<file path="src/rtl/fifo_uart_tx.sv">
// UART transmitter that pops bytes from an upstream FIFO and serialises them
// as 8N1 (or 8E1 when PARITY_EN=1) frames, LSB first.
module fifo_uart_tx #(
  parameter int CLKS_PER_BIT = 16,
  parameter int PARITY_EN    = 0
) (
  input  logic       clk,
  input  logic       rst,
  input  logic       en,
  input  logic       fifo_empty,
  input  logic [7:0] fifo_rd_data,
  output logic       fifo_rd_en,
  output logic       tx,
  output logic       busy,
  output logic       tx_done
);

  localparam int BAUD_W = (CLKS_PER_BIT > 1) ? $clog2(CLKS_PER_BIT) : 1;
  localparam logic [BAUD_W-1:0] BAUD_LAST = BAUD_W'(CLKS_PER_BIT - 1);

  typedef enum logic [2:0] {
    IDLE,
    FETCH,
    LATCH,
    START,
    DATA,
    PARITY,
    STOP
  } state_t;

  state_t            state;
  state_t            state_next;
  logic [BAUD_W-1:0] baud_cnt;
  logic [2:0]        bit_idx;
  logic [7:0]        shift_reg;
  logic              in_bit;
  logic              bit_last;

  assign in_bit   = (state == START) || (state == DATA) ||
                    (state == PARITY) || (state == STOP);
  assign bit_last = (baud_cnt == BAUD_LAST);

  // NOTE: non-blocking assignments so every register updates from pre-edge values.
  always_ff @(posedge clk or posedge rst) begin
    if (rst) state <= IDLE;
    else     state <= state_next;
  end

  always_ff @(posedge clk or posedge rst) begin
    if (rst) begin
      baud_cnt  <= '0;
      bit_idx   <= '0;
      shift_reg <= '0;
    end else begin
      baud_cnt <= (in_bit && !bit_last) ? baud_cnt + 1'b1 : '0;

      // Rotate rather than shift: after 8 bits the register holds the byte
      // again, so the parity bit can be taken straight from it.
      if (state == LATCH)
        shift_reg <= fifo_rd_data;
      else if (state == DATA && bit_last)
        shift_reg <= {shift_reg[0], shift_reg[7:1]};

      if (state != DATA)
        bit_idx <= '0;
      else if (bit_last)
        bit_idx <= bit_idx + 1'b1;
    end
  end

  // Outputs decode from state only, so a reset drives tx high without a clock.
  always_comb begin
    // NOTE: every output gets a default first so no path can infer a latch.
    state_next = state;
    tx         = 1'b1;
    busy       = 1'b1;
    fifo_rd_en = 1'b0;
    tx_done    = 1'b0;
    case (state)
      IDLE: begin
        busy = 1'b0;
        if (en && !fifo_empty) state_next = FETCH;
      end
      FETCH: begin
        fifo_rd_en = 1'b1;
        state_next = LATCH;
      end
      LATCH: state_next = START;
      START: begin
        tx = 1'b0;
        if (bit_last) state_next = DATA;
      end
      DATA: begin
        tx = shift_reg[0];
        if (bit_last && bit_idx == 3'd7)
          state_next = (PARITY_EN != 0) ? PARITY : STOP;
      end
      PARITY: begin
        tx = ^shift_reg;
        if (bit_last) state_next = STOP;
      end
      STOP: begin
        if (bit_last) begin
          tx_done    = 1'b1;
          state_next = IDLE;
        end
      end
      default: begin
        busy       = 1'b0;
        state_next = IDLE;
      end
    endcase
  end

endmodule

</file>
<file path="config.mk">
export PLATFORM = sky130hd
export DESIGN_NAME = fifo_uart_tx
export DESIGN_NICKNAME = d
export VERILOG_FILES = /design/src/rtl/fifo_uart_tx.sv
export SDC_FILE = /design/constraint.sdc
export NUM_CORES = 1
export LEC_CHECK = 0
export ABC_AREA = 1
export CORE_MARGIN = 2
export CORE_UTILIZATION = 54
export DETAILED_ROUTE_END_ITERATION = 10
export MAX_ROUTING_LAYER = met4
export PLACE_DENSITY = 0.76
export SLEW_MARGIN = 20
export SYNTH_ARGS = -nofsm -noshare
export SYNTH_HDL_FRONTEND = slang
export SYNTH_SLANG_ARGS = --single-unit
</file>
<file path="constraint.sdc">
create_clock -name clk -period 1.6 [get_ports clk]
set_input_delay 0.32 -clock clk [delete_from_list [all_inputs] [get_ports clk]]
set_output_delay 0.32 -clock clk [all_outputs]
set_load 0.1 [all_outputs]
</file>
==> impl_metrics.csv, run 1 <==
group,metric,value,unit
outcome,violations,"setup timing",
global_route,grt_pass1_wl,4.85,mm
layout,fill_cells,150,
clocking,cts_hold_buf,0,
layout,largest_reg_flops,8,
layout,final_common_cell,"nand2_1",
global_route,gr-total-overflow,0,
sta,final-hold-violation-count,0,
hold_path,holdCritPathClass,"input pin to async pin",
place,port_buffers,15,
floorplan,dieWidth,51.2,um
sta,finalCriticalPeriod,1800,ps
setup_path,cp-start-kind,"flop",
yosys,synth-xor-area-share,2.19,%
setup_path,worstPathArrival,1480,ps
yosys,synth_edf_count,0,
yosys,ys_warn_count,0,
yosys,syn-num-nets,180,
floorplan,start_util,56.0,%
yosys,seq_area_frac_synth,37.5,%
global_route,grt_max_degree,19,
floorplan,core_area,0.00215,mm2
clocking,cts_buffers,3,
setup_path,cp-end-kind,"primary output",
yosys,synthAdderAreaFrac,3.12,%
yosys,yosysTopAreaCell,"dfrtp_1",
sta,clock_skew,3.89,ps
yosys,synth_top_area_share,37.5,%
detailed_routing,postRouteAntennaNets,0,
setup_path,crit_required,1280,ps
global_route,track_usage,26.1,%
sta,slew_viol_final,0,
layout,nNetsFinal,220,
power,power_density,2040,mW/mm2
detailed_routing,drt_iter0_drc,33,
yosys,avgSynthCellArea,7.29,um2
sta,fin_crit_sh,112,%
yosys,async_flop_share,100,%
job,drv_cap,0,
place,dpl_cell_area,0.00146,mm2
detailed_routing,post_drt_wl_per_cell,13.1,um
place,hpwl,1.94,mm
place,gp_congestion,0.983,
power,power_leakage,0.909,nW
detailed_routing,totalWireLength,3.03,mm
place,place_ws,87.3,ps
clocking,htreeDepth,1,
sta,rsz0062_at_grt,"true",
sta,holdWs,327,ps
detailed_routing,drc,0,
yosys,synth_compound_gate_area_share,6.97,%
sta,slew_headroom,83.5,%
yosys,synth_top_family_by_area,"simple AND/OR/NAND/NOR gates",
global_route,grt_pass1_vias,1129,
layout,layout-drive-gt1-share,34.3,%
clocking,cts_tree,"done",
yosys,ys_ff_latch,18,
sta,worst_pin_slew,248,ps
sta,fmax,0.557,GHz
detailed_routing,vias,1176,
clocking,clkTransAtPathRegs,110,ps
layout,layout_common_cells,"nand2_1 (55), buf_4 (16), nand3_1 (15)",
setup_path,cp_max_fo,4,
sta,fin_ws,-196,ps
layout,synthToLayoutAreaGrowth,42.0,%
floorplan,die_area,0.00262,mm2
floorplan,io_pins,16,
floorplan,die_y,51.2,um
global_route,antenna_found_initial,0,
yosys,synth_area,0.00120,mm2
clocking,cts.sinks,18,
layout,finish.instance_area,0.00171,mm2
setup_path,worstSetupPathType,"flop to primary output",
floorplan,rows,17,
clocking,cts-root-buf,"clkbuf_4",
yosys,synthMuxAreaShare,0,%
yosys,yosys.cell_types.count,26,
yosys,synth_area_leaders,"dfrtp_1 (37%), nand2_1 (19%), nand3_1 (7.1%)",
power,max-vdd-ir-drop,1.84,mV
clocking,clock_latency,300,ps
detailed_routing,vias_per_cell,5.07,
yosys,synth_top_flop_cell,"dfrtp_1",
sta,setup_viol,3,
clocking,max-clock-path-buffers,2,
detailed_routing,first_pass_iters,4,
yosys,synth-simple-area-share,41.7,%
outcome,outcome,"finished, violations left",
yosys,postSynthCellCount,165,
layout,final_util,79.5,%
layout,num_antenna_cells,0,
-- path summary, 6_finish.rpt --
check / endpoint / cells after the start / startpoint / slack [ps]
max: tx / 6 / state[2] / -200
min: baud_cnt[2] / 3 / rst / 330
max reg2reg: shift_reg[0] / 9 / state[2] / 120
min reg2reg: bit_idx[0] / 1 / bit_idx[0] / 520
max in group asynchronous: shift_reg[5] / 3 / rst / 1050
min in group clk: bit_idx[0] / 1 / bit_idx[0] / 520
-- power by group --
| part | switching [W] | leakage, nW | internal [W] |
|---|---|---|---|
| combinational | 0.00137 | 0.666 | 0.000974 |
| sequential | 0.000216 | 0.222 | 0.000622 |
| clock | 0.000154 | 0.0210 | 0.000139 |
-- cell usage after synthesis, types with 2 or more instances --
library cell / instances
dfrtp_1: 18
ha_1: 3
inv_1: 17
inv_2: 4
inv_4: 2
nand2_1: 60
nand2_2: 5
nand3_1: 17
nand3_4: 2
nor2_1: 14
o211ai_1: 5
o21ai_0: 3
xor2_1: 2
-- cell type report --
class,count,area [um2],area share (%)
Clock buffer,4,36.3,2.12
Inverter,23,96.3,5.64
Multi-Input combinational cell,123,717,42.0
Sequential cell,18,457,26.7
Tap cell,28,35.0,2.05
Timing Repair Buffer,36,367,21.5
-- routing by layer --
layer / wire (um) / global-route usage, %
met2: 1650 / 45.2
met4: 49 / 13.5
met3: 92 / 3.80
met1: 1230 / 29.1
met5: 0 / -
-- cells by family (layout without fill, tap and decap cells) --
logic type / count (synthesis) / in the layout
and+or+nand+nor: 105 / 105
buffers and inverters: 24 / 63
DFF: 18 / 18
xor gates and xnor gates: 3 / 3
adders and majority gates: 3 / 3
AOI/OAI and AO/OA: 12 / 12
-- critical path, stage by stage (launching register included) --
cell      delay [ps]
dfrtp_2          460
nand3b_1         210
nand2_1          120
o21ai_0           90
inv_1             70
nand2_2           60
buf_12           160
-- through the flow --
step | std cells | setup TNS [ps] | power [W]
final | 232 | -322 | 0.00348
after global routing | 232 | -571 | 0.00371
after CTS | 227 | -235 | 0.00329
after detailed placement | 210 | 0 | 0.00266
after global placement | 210 | 0 | 0.00260
after floorplan | 165 | 0 | 0.00218
-- repair_timing --
item / 4_1_cts / 5_1_grt
endpoints found under the setup margin: 4 / 4
setup buffers: 13 / 5
cloned: 0 / 0
resized for setup: 20 / 9
pin swaps: 4 / 3
No activity file was read; power rests on OpenSTA's default activity.
==> run 2: changes to the inputs <==
- GPL_TIMING_DRIVEN: default -> 1
==> results of run 2 <==
Final layout, timing and power as in run 1 (identical DEF).
